[src/rtl/prf_free_list.sv]
// Physical-register free list: a DEPTH-entry ring of free PRF IDs with head (rename pop),
// commit (retired allocation point) and tail (retire reclaim) pointers, plus mispredict rewind.
module prf_free_list #(
   parameter int NUM_PRF = 64,
   parameter int NUM_GPR = 32,
   parameter int DEPTH   = NUM_PRF - NUM_GPR
) (
   input  logic                       clk,
   input  logic                       reset,
   input  logic                       alloc_req_ra0,
   output logic                       alloc_ready_ra0,
   output logic [$clog2(NUM_PRF)-1:0] alloc_prf_id_ra0,
   input  logic                       reclaim_prf_rb1,
   input  logic [$clog2(NUM_PRF)-1:0] reclaim_prf_id_rb1,
   input  logic                       br_mispred_rb1,
   output logic [$clog2(DEPTH):0]     free_count
);
   localparam int ID_W  = $clog2(NUM_PRF);
   localparam int IDX_W = $clog2(DEPTH);
   localparam int PTR_W = IDX_W + 1;

   logic [PTR_W-1:0] head_reg, commit_reg, tail_reg;
   logic [PTR_W-1:0] head_next, commit_next, tail_next;
   logic [ID_W-1:0]  entry_reg [DEPTH];
   logic             pop;

   assign alloc_ready_ra0  = (tail_reg != head_reg);
   assign alloc_prf_id_ra0 = entry_reg[head_reg[IDX_W-1:0]];
   assign free_count       = tail_reg - head_reg;
   assign pop              = alloc_req_ra0 && alloc_ready_ra0 && !br_mispred_rb1;

   always_comb begin
      head_next   = head_reg;
      commit_next = commit_reg;
      tail_next   = tail_reg;
      if (reclaim_prf_rb1) begin
         tail_next   = tail_reg + PTR_W'(1);
         commit_next = commit_reg + PTR_W'(1);
      end
      // Rewind lands on the post-reclaim commit point, so a same-cycle retire is honoured.
      if (br_mispred_rb1)
         head_next = commit_next;
      else if (pop)
         head_next = head_reg + PTR_W'(1);
   end

   always_ff @(posedge clk or negedge reset) begin
      if (!reset) begin
         head_reg   <= '0;
         commit_reg <= '0;
         tail_reg   <= PTR_W'(DEPTH);
      end else begin
         head_reg   <= head_next;
         commit_reg <= commit_next;
         tail_reg   <= tail_next;
      end
   end

   always_ff @(posedge clk or negedge reset) begin
      if (!reset) begin
         for (int i = 0; i < DEPTH; i++)
            entry_reg[i] <= ID_W'(NUM_GPR + i);
      end else if (reclaim_prf_rb1) begin
         entry_reg[tail_reg[IDX_W-1:0]] <= reclaim_prf_id_rb1;
      end
   end

   a_no_overflow: assert property (@(posedge clk) disable iff (!reset)
      reclaim_prf_rb1 |-> free_count != PTR_W'(DEPTH));
   a_commit_behind_head: assert property (@(posedge clk) disable iff (!reset)
      reclaim_prf_rb1 |-> head_reg != commit_reg);
   a_id_in_range: assert property (@(posedge clk) disable iff (!reset)
      reclaim_prf_rb1 |-> int'(reclaim_prf_id_rb1) < NUM_PRF);
   a_pointer_order: assert property (@(posedge clk) disable iff (!reset)
      (head_reg - commit_reg) <= (tail_reg - commit_reg));
endmodule

[config.mk]
export PLATFORM = sky130hd
export DESIGN_NAME = prf_free_list
export DESIGN_NICKNAME = d
export VERILOG_FILES = /design/src/rtl/prf_free_list.sv
export SDC_FILE = /design/constraint.sdc
export NUM_CORES = 1
export LEC_CHECK = 0
export BUFFER_PORTS_ARGS = -buffer_cell sky130_fd_sc_hd__buf_2
export CORE_AREA = 8 8 153 141
export DETAILED_ROUTE_END_ITERATION = 7
export DIE_AREA = 0 0 161 149
export PLACE_DENSITY = 0.73
export SYNTH_ARGS = -nofsm -noshare
export SYNTH_HDL_FRONTEND = slang
export SYNTH_SLANG_ARGS = --single-unit
[constraint.sdc]
create_clock -name clk -period 2.4 [get_ports clk]
set_clock_uncertainty 0.2 [all_clocks]
set_input_delay 0.48 -clock clk [delete_from_list [all_inputs] [get_ports clk]]
set_output_delay 0.48 -clock clk [all_outputs]
set_load 0.01 [all_outputs]
## Yosys cells after proc, flatten, opt, wreduce, memory -nomap -nowiden

Cells that the tools add are included.

| operators by class | value |
|---|---|
| add/subtract/negate cells | 4 |
| multiply operators | 0 |
| divide/modulo/power cells | 0 |
| magnitude comparators | 3 |
| eq/ne operators | 1 |
| shift-type cells | 0 |
| muxes and demuxes | 9 |
| bitwise gates (word level) | 2 |
| reduce and logical (&&, ||, !) cells | 5 |

Operators by type and width:

| operator | number |
|---|---|
| 192-bit bitwise mux | 1 |
| 6-bit two-way mux | 6 |
| 6-bit binary-select mux with 5-bit select | 1 |
| 6-bit demux with 5-bit select | 1 |
| 6-bit by 1-bit adder with 6-bit output, second input constant | 3 |
| 6-bit >= comparator, second input constant | 2 |
| 5-bit inverter with 6-bit output | 2 |
| 6-bit by 1-bit less-than comparator with 1-bit output, second input constant | 1 |
| 6-bit inequality test | 1 |
| 6-bit subtractor | 1 |
| 1-bit logical AND | 3 |
| 2-bit nonzero test | 1 |
| 1-bit logical NOT | 1 |

| storage, ports and cells | value |
|---|---|
| flip-flop bits (word level) | 210 |
| bits in latches | 0 |
| RAM bits | 0 |
| bits in read-only memories | 0 |
| input port bits | 11 |
| memories | 0 |

## Longest topological paths before layout

Gate-level depths: netlist of the first run.

| depth | value |
|---|---|
| depth in word-level cells | 6 |
| gate-level depth with buffers | 8 |
| mapped depth without buffers | 7 |

## Worst setup path after synthesis of the first run

No wires, ideal clock.

| path | value |
|---|---|
| path kind | register to output |
| start | register head_reg[1] |
| end | output free_count[5] |
| data arrival time | 1934 ps |
| setup slack | -214 ps |
| stages on the path, launching flop included | 9 |
| buffers on the path | 1 |
| cell sequence | dfrtp_1 buf_2 inv_1 ha_1 nor2b_1 o21ai_0 a21boi_0 or4_1 nand3_1 |

| between the ends | value |
|---|---|
| word-level cells in the longest chain between the ends | 1 |

RTL lines:

| item | RTL line | RTL |
|---|---|---|
| start: declaration | 22 | `logic [PTR_W-1:0] head_reg, commit_reg, tail_reg;` |
| start signal: assignment | 53 | `head_reg <= head_next;` |
| 6-bit subtractor | 29 | `assign free_count = tail_reg - head_reg;` |
| end: declaration | 16 | `output logic [$clog2(DEPTH):0] free_count` |

Every way passes these cells.

## Worst setup path after layout of the first run

| path | value |
|---|---|
| start | register head_reg[0] |
| end | output alloc_prf_id_ra0[2] |

| between the ends | value |
|---|---|
| word-level cells in the longest chain between the ends | 4 |

RTL lines:

| item | RTL line | RTL |
|---|---|---|
| 5-bit inverter with 6-bit output (not written as such) | 28 | `assign alloc_prf_id_ra0 = entry_reg[head_reg[IDX_W-1:0]];` |
| 6-bit binary-select mux with 5-bit select | 28 |  |
| 6-bit two-way mux (not written as such) (2 in series) | 28 |  |
| end: declaration | 12 | `output logic [$clog2(NUM_PRF)-1:0] alloc_prf_id_ra0,` |

Every way passes these cells. The select of a mux whose other input is x is not followed.

==> flow_metrics.py, run 1 <==
metrics = {
    "place": {
        "io_buffers": 23,
        "dp.final_hpwl_um": 15800,
        "dpl-instance-area_um2": 10900,
        "dp.cells": 1007,
        "routabilityCongestion": 0.856,
    },
    "global_route": {
        "grt_max_degree": 54,
        "antenna_found_initial": 0,
        "grt_overflow_total": 0,
        "track_usage": 0.204,
        "use_met2": 0.333,
        "grt_pass1_wl_um": 39000,
        "grt_pass1_vias": 6890,
        "met1_usage": 0.278,
        "busiest_layer": "met2",
        "grtUsageMet3": 0.0406,
    },
    "floorplan": {
        "dieHeight_um": 149,
        "dieArea_um2": 24000,
        "placementRows": 48,
        "top_level_ports": 24,
        "start_util": 0.541,
        "core_um2": 18900,
        "dieWidth_um": 161,
    },
    "cts": {
        "cts_buffer_depth": 3,
        "cts_tree": "yes",
        "htree_levels": 1,
        "clock-sinks": 210,
        "clock_latency_ns": 0.51,
        "numCtsBuffers": 23,
        "clockRootBuffer": "clkbuf_16",
        "clkSlewWorstSetupHoldPaths_ns": 0.06,
    },
    "power_and_ir_drop": {
        "seq_power_share": 0.368,
        "total_power_uw": 17000,
        "internal_power_uw": 11300,
        "switching_share": 0.338,
        "comb_power_share": 0.427,
        "vdd_ir_drop_max_mv": 0.638,
        "clockPowerShare": 0.204,
        "p_per_area_nw_per_um2": 1420,
        "netSwitchingPower_uw": 5760,
        "leakage_uw": 0.00506,
    },
    "detailed_routing": {
        "first_pass_iters": 4,
        "wl_per_cell_um": 22.9,
        "wirelength_um": 24100,
        "ant_nets": 0,
        "vias_per_cell": 6.01,
        "drt-initial-drc-count": 378,
        "num_vias": 6327,
        "drcViolationCount": 0,
    },
    "timing": {
        "period_minus_slack_ns": 3.10,
        "hold_violations": 0,
        "max_freq_mhz": 322,
        "timing.final.crit_share": 1.29,
        "worst_slack_ns": -0.701,
        "setup_violations": 12,
        "rsz0062_at_grt": "true",
        "relSlewSlack": 0.525,
        "final-max-slew-violation-count": 0,
        "tightest_slew_ns": 0.713,
    },
    "yosys": {
        "post-synth-top-area-cell": "dfstp_2",
        "synthTopCellsByCount": "203 x mux2_2, 113 x dfstp_2, 97 x dfrtp_1",
        "synth_area_per_cell_um2": 14.1,
        "yosysMostFrequentCell": "mux2_2",
        "syn_nets": 748,
        "netlist_top_cells_area": "dfstp_2 29%, dfrtp_1 24%, mux2_2 22%",
        "ys_ff_latch": 210,
        "synth-edff-count": 0,
        "ys_types": 43,
        "synthCells": 725,
        "synth.top_cell.area_share": 0.291,
        "ys_seq_area_frac": 0.529,
        "synthFlopType": "dfstp_2",
        "ys_async_sr_fraction": 1.00,
        "syn_area_um2": 10200,
        "yosysWarningCount": 0,
    },
    "finish": {
        "drive_gt1_frac": 0.655,
        "finalNonFillerCells": 1053,
        "n_fill_cell": 1343,
        "antenna_cells": 0,
        "largest_reg_flops": 192,
        "nNetsFinal": 809,
        "area.growth.synth_to_final_pct": 17.1,
        "design_area_um2": 11900,
    },
    "run_status": {
        "violations": "negative setup slack",
        "status": "finished with violations",
    },
    "worst_setup_path": {
        "cp_data_arrival_time_ns": 2.42,
        "cp_max_fo": 8,
        "critPathLaunchType": "register",
        "crit_path_end_kind": "output pin",
        "crit_type": "reg -> out",
        "crit_required_ns": 1.72,
    },
    "flow_run": {
        "maxCapViolations": 0,
    },
    "min_path": {
        "hold_class": "in -> reg",
    },
}
==> power groups by stage <==
stage	sequential [uW]	combinational, uW	clock, uW
after floorplan	5920	4550	0
after global placement	6120	6220	0
after detailed placement	6240	6410	0
after CTS	6240	6940	3560
after global routing	6450	7810	3700
final	6270	7270	3480
==> layout by cell type, fill, tap and decap left out, types with 9 or more instances in the layout <==
cell	instances
buf_4	41
buf_2	20
mux2i_1	14
mux4_2	34
nand2_1	36
o21ai_0	13
dfrtp_1	94
nor2_1	24
nand2_2	18
mux2_2	203
clkbuf_16	23
buf_12	9
dfstp_2	113
nand3_1	16
xnor2_1	11
==> cells by family (layout without fill, tap and decap cells) <==
logic type	Yosys count	in the layout	share of synthesized area
multiplexers	253	253	0.323
flip-flops	210	210	0.529
AND/OR/NAND/NOR	125	125	0.0570
buffers and inverters	56	134	0.0280
AO/OA/AOI/OAI	52	52	0.0334
XOR/XNOR	17	17	0.0146
adder cells (fa/ha/maj)	12	12	0.0155
==> critical path, cell delays in order, from the launching register on <==
cell and delay (ns):
dfrtp_4 0.52, buf_12 0.17, mux4_2 0.56, nand2_2 0.10, nand2_2 0.05, a221oi_2 0.24
nor2_1 0.11, buf_2 0.15
==> stage by stage <==
stage / util / hold slack, ns / TNS [ns] / worst slack, ns
4_1_cts: 0.627 / 0.0864 / -6.89 / -0.690
6_report: 0.633 / 0.102 / -6.74 / -0.701
3_3_place_gp: 0.578 / 0.263 / -1.42 / -0.265
2_1_floorplan: - / -0.0156 / -0.0638 / -0.0638
5_1_grt: 0.633 / 0.130 / -7.62 / -0.779
3_5_place_dp: 0.578 / 0.266 / -1.69 / -0.272
==> layout make-up <==
class,count,area (um^2),area share
multi-input cells,459,4700,0.393
clock inverters,6,62.6,0.00524
flip-flops and latches,210,5400,0.452
clock buffers,36,694,0.0581
well taps,250,313,0.0262
inverters,12,52.6,0.00440
repair buffers,80,722,0.0604
==> final timing paths <==
check                           slack (ns)      startpoint  cells after the start                  end
worst max-delay path                 -0.70     head_reg[0]                      7  alloc_prf_id_ra0[2]
worst min-delay path                  0.10  br_mispred_rb1                      2          head_reg[5]
worst max register to register        0.08     tail_reg[0]                      5        entry_reg[32]
worst min register to register        0.28   commit_reg[5]                      1        commit_reg[5]
max in group asynchronous             0.96           reset                      3        entry_reg[56]
min in group asynchronous             0.29           reset                      2        entry_reg[85]
==> metal layers <==
layer,vias up,wire (um)
li1,2767,-
met1,3358,10800
met2,168,11400
met3,34,1440
met4,0,419
met5,-,0
==> timing repair <==
action / in CTS / in global routing
pin swaps: 18 / 17
hold buffers: 1 / 0
gates cloned: 1 / 0
endpoints found under the hold margin: 27 / 0
setup buffers: 1 / 1
resized for setup: 61 / 29
setup endpoints to repair: 13 / 19
Note: power is estimated with default switching activity, not from simulation.
==> run 2, diff against run 1 <==
--- a/config.mk
+++ b/config.mk
@@ -9,7 +9,7 @@
 export CORE_AREA = 8 8 153 141
 export DETAILED_ROUTE_END_ITERATION = 7
 export DIE_AREA = 0 0 161 149
-export PLACE_DENSITY = 0.73
+export PLACE_DENSITY_LB_ADDON = 0.08
 export SYNTH_ARGS = -nofsm -noshare
 export SYNTH_HDL_FRONTEND = slang
 export SYNTH_SLANG_ARGS = --single-unit
==> run 2 against run 1 <==
The flow still finishes with violations (negative setup slack). Die area is the same. Cell area grew 2.3%. Via count grew 1.1%. Sequential share of layout area shrank 1.0 points. Register-to-register slack gained 0.04 ns. Non-clock buffer count grew 19. Highest routed layer unchanged.
==> flow_metrics.py, run 2 (same netlist as run 1, synthesis figures left out) <==
metrics = {
    "timing": {
        "setup_violations": 12,
        "worst_slack_ns": -0.752,
        "final-max-slew-violation-count": 0,
        "hold_ws_ns": 0.0950,
        "max_freq_mhz": 317,
        "tightest_slew_ns": 0.732,
        "timing.final.crit_share": 1.31,
        "relSlewSlack": 0.512,
        "rsz0062_at_grt": "true",
        "period_minus_slack_ns": 3.15,
        "tns_ns": -7.13,
        "hold_violations": 0,
    },
    "cts": {
        "numCtsBuffers": 24,
        "clkSlewWorstSetupHoldPaths_ns": 0.06,
        "clock-sinks": 210,
        "cts_tree": "yes",
        "htree_levels": 1,
        "clockRootBuffer": "clkbuf_16",
        "cts_buffer_depth": 3,
        "clock_latency_ns": 0.52,
    },
    "place": {
        "io_buffers": 23,
        "routabilityCongestion": 0.871,
        "dp.cells": 1020,
        "dpl-instance-area_um2": 11000,
        "dp.final_hpwl_um": 16600,
        "pre_cts_ws_ns": -0.373,
    },
    "finish": {
        "final_common_cell": "mux2_2",
        "layout_common_cells": "203 x mux2_2, 113 x dfstp_2, 95 x dfrtp_1",
        "finalNonFillerCells": 1074,
        "design_area_um2": 12200,
        "antenna_cells": 0,
        "nNetsFinal": 829,
        "largest_reg_flops": 192,
        "drive_gt1_frac": 0.655,
        "area.growth.synth_to_final_pct": 19.8,
    },
    "worst_setup_path": {
        "worstSetupPathDepth": 7,
        "worstReg2RegEnd": "head_reg[3]",
        "path_delay_family": "flip-flops",
        "crit_path_end": "alloc_prf_id_ra0[1]",
        "cp_max_fo": 7,
        "cp_data_arrival_time_ns": 2.47,
        "slowest_delay_ns": 0.55,
        "cp_cell_sequence": "buf_8 -> mux4_2 -> o22ai_2 -> o21ai_2 -> a21oi_2 -> nor2_2 -> buf_2",
        "crit_path_end_kind": "output pin",
        "path_buf_inv": 2,
        "crit_type": "reg -> out",
        "crit_required_ns": 1.72,
        "ff2ff_path_depth": 9,
        "r2r_setup_slack_ns": 0.12,
        "cp_slowest_cell": "dfrtp_4",
        "startpoint": "head_reg[0]",
        "critPathLaunchType": "register",
        "reg2reg_from": "head_reg[4]",
    },
    "min_path": {
        "hold_start": "br_mispred_rb1",
        "hold_class": "in -> reg",
    },
    "floorplan": {
        "dieWidth_um": 161,
        "dieHeight_um": 149,
        "dieArea_um2": 24000,
        "top_level_ports": 24,
        "start_util": 0.541,
        "core_um2": 18900,
        "placementRows": 48,
    },
    "global_route": {
        "track_usage": 0.210,
        "grt_pass1_wl_um": 39500,
        "met1_usage": 0.296,
        "use_met2": 0.341,
        "busiest_layer": "met2",
        "antenna_found_initial": 0,
        "grt_overflow_total": 0,
        "grt_pass1_vias": 6851,
        "grtUsageMet3": 0.0323,
        "grt_max_degree": 54,
    },
    "detailed_routing": {
        "drt-initial-drc-count": 472,
        "vias_per_cell": 5.96,
        "first_pass_iters": 4,
        "wl_per_cell_um": 23.2,
        "num_vias": 6399,
        "drcViolationCount": 0,
        "ant_nets": 0,
        "wirelength_um": 25000,
    },
    "power_and_ir_drop": {
        "vdd_ir_drop_max_mv": 0.745,
        "leakage_uw": 0.00520,
        "p_per_area_nw_per_um2": 1460,
    },
    "flow_run": {
        "maxCapViolations": 0,
    },
    "run_status": {
        "status": "finished with violations",
        "violations": "negative setup slack",
    },
}
[run 2: cell count changes in the layout (fill, tap and decap cells not counted), sizes merged]
cell    delta
clkbuf     +3
bufinv     +1
clkinv     -2
buf       +19
[run 2: metal layers]
layer	up-vias	wire length (um)	part of all wire
li1	2814	-	-
met5	-	0	0
met4	0	424	0.017
met1	3407	11400	0.46
met3	36	1220	0.049
met2	142	11900	0.48
[run 2: repair_timing]
item,in CTS,in global routing
hold buffers,1,0
pin swaps,10,17
setup endpoints to repair,14,13
cloned,1,0
buffers inserted,1,7
hold endpoints to repair,32,0
gates resized for setup,59,36
[run 2: layout make-up]
type / instances / area [um^2]
Clock inverter: 5 / 81.3
Fill cell: 1409 / 6640
Multi-Input combinational cell: 459 / 4750
Timing Repair Buffer: 99 / 896
Clock buffer: 39 / 728
Inverter: 12 / 52.6
Tap cell: 250 / 313
Sequential cell: 210 / 5400
[run 2: power breakdown]
group	switching [uW]	internal (uW)	leakage, uW
clock network	1410	2290	0.000397
registers	830	5430	0.00241
logic	3800	4080	0.00240
total	6040	11800	0.00520
[run 2: how the worst min path moves through the flow]
stage	end	slack (ns)	cells past startpoint
after detailed placement	commit_reg[5]	0.26	1
after global placement	commit_reg[5]	0.26	1
after floorplan	commit_reg[0]	-0.02	0
after CTS	head_reg[5]	0.09	2
after global routing	head_reg[5]	0.12	2
final	head_reg[5]	0.09	2
[run 2: per-stage QoR]
| stage | power, uW | utilization |
|---|---|---|
| finish | 17800 | 0.648 |
| global route | 18800 | 0.648 |
| CTS | 17500 | 0.640 |
| detailed placement | 12900 | 0.584 |
| global placement | 12700 | 0.584 |
| floorplan | 10500 | - |
[run 2: worst reg2reg max path, delay by kind of cell, from the launching register on]
family	cells	cell delay (ns)
XOR/XNOR	1	0.13
AND/OR/NAND/NOR	2	0.19
buffers and inverters	3	0.68
adder cells (fa/ha/maj)	1	0.23
AO/OA/AOI/OAI	2	0.35
flip-flops	1	0.37
